$ cat src/rtl/div_seq_if.sv
// Handshake/result bundle for the sequential restoring divider div_seq.
// The master side starts operations; the slave side (the divider) returns results.
interface div_seq_if #(
  parameter int unsigned N = 4
);
  logic         ld;
  logic [N-1:0] a;
  logic [N-1:0] b;
  logic         busy;
  logic         done;
  logic [N-1:0] rq;
  logic [N-1:0] rr;
  logic         dz;

  modport master (
    output ld, a, b,
    input  busy, done, rq, rr, dz
  );

  modport slave (
    input  ld, a, b,
    output busy, done, rq, rr, dz
  );
endinterface

$ cat src/rtl/div_seq.sv
// Sequential restoring divider: one quotient bit per clock, N clocks per divide.
// Optional macro DIV_ZERO_DET_EN: short-circuits b==0 to a 1-clock result with dz=1.
module div_seq #(
  parameter int unsigned N = 4
) (
  input  logic       clk,
  input  logic       rst,
  div_seq_if.slave   bus
);

  localparam int unsigned CW = $clog2(N + 1);

  typedef enum logic [1:0] {
    IDLE = 2'd0,
    RUN  = 2'd1,
    DONE = 2'd2
  } state_t;

  state_t        state_q, state_n;
  logic [N-1:0]  rq_q, rq_n;
  logic [N-1:0]  rr_q, rr_n;
  logic [N-1:0]  d_q, d_n;
  logic [CW-1:0] cnt_q, cnt_n;
  logic          busy_q, busy_n;
  logic          done_q, done_n;
`ifdef DIV_ZERO_DET_EN
  logic          dz_q, dz_n;
`endif

  // Restoring step operands: partial remainder shifted left with the next dividend bit.
  logic [N:0] t;
  logic [N:0] dx;
  logic       ge;

  assign t  = {rr_q, rq_q[N-1]};
  assign dx = {1'b0, d_q};
  assign ge = (t >= dx);

  always_ff @(posedge clk or negedge rst) begin
    if (!rst) begin
      state_q <= IDLE;
      rq_q    <= '0;
      rr_q    <= '0;
      d_q     <= '0;
      cnt_q   <= '0;
      busy_q  <= 1'b0;
      done_q  <= 1'b0;
`ifdef DIV_ZERO_DET_EN
      dz_q    <= 1'b0;
`endif
    end else begin
      state_q <= state_n;
      rq_q    <= rq_n;
      rr_q    <= rr_n;
      d_q     <= d_n;
      cnt_q   <= cnt_n;
      busy_q  <= busy_n;
      done_q  <= done_n;
`ifdef DIV_ZERO_DET_EN
      dz_q    <= dz_n;
`endif
    end
  end

  always_comb begin
    state_n = state_q;
    rq_n    = rq_q;
    rr_n    = rr_q;
    d_n     = d_q;
    cnt_n   = cnt_q;
    busy_n  = busy_q;
    done_n  = done_q;
`ifdef DIV_ZERO_DET_EN
    dz_n    = dz_q;
`endif

    case (state_q)
      IDLE, DONE: begin
        if (bus.ld) begin
`ifdef DIV_ZERO_DET_EN
          if (bus.b == '0) begin
            // Zero divisor: skip the loop and present the natural all-ones result.
            state_n = DONE;
            rq_n    = '1;
            rr_n    = bus.a;
            d_n     = bus.b;
            cnt_n   = '0;
            busy_n  = 1'b0;
            done_n  = 1'b1;
            dz_n    = 1'b1;
          end else begin
            state_n = RUN;
            rq_n    = bus.a;
            rr_n    = '0;
            d_n     = bus.b;
            cnt_n   = '0;
            busy_n  = 1'b1;
            done_n  = 1'b0;
            dz_n    = 1'b0;
          end
`else
          state_n = RUN;
          rq_n    = bus.a;
          rr_n    = '0;
          d_n     = bus.b;
          cnt_n   = '0;
          busy_n  = 1'b1;
          done_n  = 1'b0;
`endif
        end
      end

      RUN: begin
        // Shift the new quotient bit in; subtract only when the divisor fits.
        rq_n  = N'({rq_q, ge});
        rr_n  = ge ? N'(t - dx) : t[N-1:0];
        cnt_n = cnt_q + CW'(1);
        if (cnt_q == CW'(N - 1)) begin
          state_n = DONE;
          busy_n  = 1'b0;
          done_n  = 1'b1;
        end
      end

      default: begin
        state_n = IDLE;
      end
    endcase
  end

  assign bus.busy = busy_q;
  assign bus.done = done_q;
  assign bus.rq   = rq_q;
  assign bus.rr   = rr_q;
`ifdef DIV_ZERO_DET_EN
  assign bus.dz   = dz_q;
`else
  assign bus.dz   = 1'b0;
`endif

endmodule

$ cat src/flat_wrapper.sv
// flat-port wrapper written by rule: the top's interface ports become plain ports
module div_seq_flat 
#(
  parameter int unsigned N = 4
)
  (clk, rst, bus_ld, bus_a, bus_b, bus_busy, bus_done, bus_rq, bus_rr, bus_dz);
  div_seq_if #(.N(N)) bus_i ();
  input  logic clk;
  input  logic rst;
  input wire logic [$bits(bus_i.ld)-1:0] bus_ld;
  input wire logic [$bits(bus_i.a)-1:0] bus_a;
  input wire logic [$bits(bus_i.b)-1:0] bus_b;
  output wire logic [$bits(bus_i.busy)-1:0] bus_busy;
  output wire logic [$bits(bus_i.done)-1:0] bus_done;
  output wire logic [$bits(bus_i.rq)-1:0] bus_rq;
  output wire logic [$bits(bus_i.rr)-1:0] bus_rr;
  output wire logic [$bits(bus_i.dz)-1:0] bus_dz;
  assign bus_i.ld = bus_ld;
  assign bus_i.a = bus_a;
  assign bus_i.b = bus_b;
  assign bus_busy = bus_i.busy;
  assign bus_done = bus_i.done;
  assign bus_rq = bus_i.rq;
  assign bus_rr = bus_i.rr;
  assign bus_dz = bus_i.dz;
  div_seq #(.N(N)) u_core (.clk(clk), .rst(rst), .bus(bus_i));
endmodule
$ cat config.mk
export PLATFORM = sky130hd
export DESIGN_NAME = div_seq_flat
export DESIGN_NICKNAME = d
export VERILOG_FILES = /design/src/rtl/div_seq_if.sv /design/src/rtl/div_seq.sv /design/src/flat_wrapper.sv
export SDC_FILE = /design/constraint.sdc
export NUM_CORES = 1
export LEC_CHECK = 0
export CORE_MARGIN = 2
export CORE_UTILIZATION = 48
export DETAILED_ROUTE_END_ITERATION = 6
export PLACE_DENSITY = 0.77
export SETUP_SLACK_MARGIN = 0.4
export SLEW_MARGIN = 10
export SYNTH_ARGS = -nofsm -noshare
export SYNTH_HDL_FRONTEND = slang
export SYNTH_SLANG_ARGS = --single-unit
$ cat constraint.sdc
create_clock -name clk -period 2.5 [get_ports clk]
set_input_delay 0.5 -clock clk [delete_from_list [all_inputs] [get_ports clk]]
set_output_delay 0.5 -clock clk [all_outputs]
set_load 0.1 [all_outputs]
Word-level counts from Yosys, hierarchy flattened
Index checks and enable logic that the tools add are counted.

word-level totals
  register bits = 19
  bits of input ports = 11
  output and inout bits = 11
  logic and storage cells = 38

operators by class
  add/subtract/negate cells = 2
  $lt $le $gt $ge = 1
  eq/ne operators = 5
  muxes and demuxes = 16
  reduce and logical (&&, ||, !) cells = 7

operators with widths
  cell                   count
  $pmux W4 S2            2
  $mux W4                3
  $pmux W3 S2            1
  $reduce_and A2 Y1      3
  $ge A5 B4 Y1           1
  $mux W1                4
  $mux W2                2
  $pmux W1 S2            2
  $pmux W2 S2            1
  $sub A4 B4 Y4          1
  $add A3 B1 Y3 const B  1
  $eq A3 B2 Y1 const B   1
  $mux W3                1
  $reduce_and A3 Y1      1
  $eq A2 B1 Y1 const B   1
  $eq A2 B2 Y1 const B   1
  $logic_not A2 Y1       1
  $ne A2 B1 Y1 const B   1
  $ne A2 B2 Y1 const B   1
  $reduce_bool A2 Y1     1
  $reduce_or A2 Y1       1

Logic depth before layout (Yosys ltp)
  depth after elaboration = 4
  mapped depth = 7
  gate-level depth less buffers = 7

Least setup slack after synthesis
No wires, ideal clock.

  path type = reg2reg
  start point = register u_core.rr_q[1] (netlist: u_core.bus.rr[1])
  end point = register u_core.rr_q[0] (netlist: u_core.bus.rr[0])
  data arrival time = 2.280 ns
  required time = 2.378 ns
  path slack = 0.098 ns
  stages on the path, launching flop included = 7
  path buffers = 0
  period minus slack after synthesis = 2.402 ns
  cell sequence = dfrtp_1 -> ha_1 -> or2_2 -> a211oi_2 -> nor2_2 -> mux2i_1 -> a22o_1

between the ends
  longest elaborated chain between the ends = 3

RTL lines
  what                    RTL line        text
  start, declared         div_seq.sv:21   logic [N-1:0] rr_q, rr_n;
  start signal, assigned  div_seq.sv:54   rr_q <= rr_n;
  $ge A5 B4 Y1            div_seq.sv:37   assign ge = (t >= dx);
  $mux W4                 div_seq.sv:116  rr_n = ge ? N'(t - dx) : t[N-1:0];
  $pmux W4 S2             div_seq.sv:77   case (state_q)

No other way between the ends.
A chain may end at the register's enable or synchronous reset.

Final worst setup path
  start point = register u_core.rr_q[1] (netlist: u_core.bus.rr[1])
  end point = register u_core.rr_q[1] (netlist: u_core.bus.rr[1])

The elaborated chain is that of the path after synthesis.

==> flow_summary.yaml <==
synthesis:
  synth_edf_count: 0
  ys_seq_elements: 19
  yosysWarnings: 0
  synth.top_cells.by_count: "dfrtp_1, nand2_1, o21ai_0"
  yosysTopAreaCellShare_pct: 49.7
  ys_types: 26
  syn-cell-area_um2: 957
  syn_area_per_cell_um2: 9.97
  yosysTopAreaCell: "dfrtp_1"
  synth_cells: 96
  async_flop_share_pct: 100
  syn-num-nets: 114
  ys_top_cells_by_area: "dfrtp_1, ha_1, nand2_1"
  synth_ff_type: "dfrtp_1"
  yosysSeqAreaShare_pct: 49.7
clocking:
  cts_root_buffer: "clkbuf_4"
  postCtsSetupBuffers: 0
  ctsResizeCount: 0
  cts_buffer_depth: 2
  clock_latency_ns: 0.30
  cts_inserted_buffers: 3
  cts_tree: "yes"
  hold_buffers: 0
  htree_num_levels: 1
  clkSlewWorstSetupHoldPaths_ns: 0.12
  clock_sinks: 19
worst_setup_path:
  max_stage_delay_ns: 0.45
  crit_required_ns: 2.70
  critPathTopFamily: "compound AO/OA/AOI/OAI gates"
  cp_max_fo: 4
  start_kind: "flop"
  r2r_cells: 6
  r2r_slack_ns: 0.58
  cp_cell_sequence: "ha_1 > or2_2 > a211oi_2 > nor2_2 > mux2i_1 > a22o_1"
  endpoint_kind: "flop"
  r2r_end: "u_core.bus.rr[1]"
  worstReg2RegStart: "u_core.bus.rr[1]"
  cp_num_buf_inv: 0
  cp_slowest_cell: "dfrtp_2"
  cp.arrival_ns: 2.12
  path_class: "flop to flop"
drt:
  drt-met1-wl_um: 839
  drcViolationCount: 0
  vias: 752
  post_drt_wl_per_cell_um: 13.2
  met2_length_um: 949
  dr_wl_met3_um: 110
  ant_nets: 0
  top_layer: "met4"
  viasPerCell: 5.15
  drt-total-wl_um: 1930
  dr.pass1.iters: 4
  drt-initial-drc-count: 7
timing:
  min_period_ns: 1.92
  setup_tns_ns: 0
  fin_worst_skew_ns: 0.00971
  maxSlewViolCount: 0
  worst_pin_slew_ns: 0.579
  hold_viol_final: 0
  fmax_mhz: 521
  rsz0062_at_grt: "false"
  slew_headroom_pct: 61.3
  setup_violations: 0
  min_period_over_period_pct: 76.7
floorplan:
  io_pins: 22
  die_h_um: 48.7
  rows: 16
  fp.dieW_um: 48.7
  start_util_pct: 49.8
  core_um2: 1920
  die_area_um2: 2370
layout:
  area_delta_synth_final_pct: 25.5
  instances_no_fill: 146
  drive_above_1_share_pct: 20.2
  antenna_cells: 0
  fillers: 176
  final_area_um2: 1200
  nNetsFinal: 138
global_route:
  grt_usage_pct: 19.0
  antenna_found_initial: 0
  grt_overflow: 0
  grt_max_degree: 20
  grt_pass1_vias: 761
  grt_pass1_wl_um: 3410
placement:
  place.gp.congestion: 0.855
  numPortBuffers: 20
  dp_hpwl_um: 1390
  placed_cell_area_um2: 1170
  dp.cells: 142
hold_path:
  worstHoldStart: "u_core.bus.busy"
  hold_depth: 2
  holdPathEnd: "u_core.bus.busy"
  hp-class: "flop to flop"
run_status:
  status: "complete, no violations"
job:
  max_cap_viol_count: 0
## through the flow
stage / setup WS (ns) / util, % / hold slack, ns
after floorplan: 0.401 / - / 0.204
after global routing: 0.493 / 62.5 / 0.512
after CTS: 0.576 / 62.5 / 0.502
after detailed placement: 0.594 / 60.9 / 0.465
final: 0.582 / 62.5 / 0.499
after global placement: 0.618 / 60.9 / 0.466
## logic make-up after synthesis
| kind of cell | after synthesis | share of synthesized area [%] |
|---|---|---|
| AOI/OAI and AO/OA | 20 | 14.1 |
| xor gates and xnor gates | 2 | 1.83 |
| adders and majority gates | 7 | 9.93 |
| buffers and inverters | 9 | 3.92 |
| DFF | 19 | 49.7 |
| muxes | 4 | 4.18 |
| other | 1 | 0.392 |
| and+or+nand+nor | 34 | 15.9 |
## placed cells by master (no fill, tap or decap), types with 4 or more instances in the layout
master / Yosys / layout
buf_4: 1 / 12
clkdlybuf4s50_1: 0 / 10
dfrtp_2: 0 / 4
dfrtp_1: 19 / 15
mux2i_1: 4 / 4
o21ai_0: 8 / 8
nand2_1: 19 / 19
nor2_1: 5 / 5
inv_1: 6 / 6
ha_1: 6 / 6
## registers in the layout (all words and copies together) (netlist names)
signal / flops
u_core.bus.busy: 1
u_core.bus.done: 1
u_core.bus.rq: 4
u_core.bus.rr: 4
u_core.cnt_q: 3
u_core.d_q: 4
u_core.state_q: 2
## final cells by class
class	count	area, um^2	share of cell area [%]
flip-flops and latches	19	480	40.0
multi-input cells	68	444	37.0
repair buffers	22	190	15.8
well taps	27	33.8	2.81
clock buffers	3	22.5	1.88
inverters	6	22.5	1.88
clock inverters	1	7.51	0.625
## tightest hold or removal path, cell delays in order (launching register included)
cell and delay (ns):
dfrtp_1 0.37, nand2_1 0.05, nand2_1 0.05
## layer usage
| metal | vias to the layer above | GRT usage, % |
|---|---|---|
| met1 | 357 | 23.8 |
| met5 | - | 0 |
| met4 | 0 | 9.05 |
| li1 | 370 | - |
| met2 | 21 | 30.8 |
| met3 | 4 | 4.94 |
## how the worst max path moves through the flow
stage,from,to,slack [ns],cells after the start
2_1_floorplan,u_core.bus.rr[1],u_core.bus.rr[0],0.40,6
3_3_place_gp,u_core.bus.rr[1],u_core.bus.rr[1],0.62,6
3_5_place_dp,u_core.bus.rr[1],u_core.bus.rr[1],0.59,6
4_1_cts,u_core.bus.rr[1],u_core.bus.rr[1],0.58,6
5_1_grt,u_core.bus.rr[1],u_core.bus.rr[0],0.49,6
6_report,u_core.bus.rr[1],u_core.bus.rr[1],0.58,6
Power is left out: the tool's default activity adds up to more than one toggle a clock period on the data nets, which glitch-free logic cannot reach.
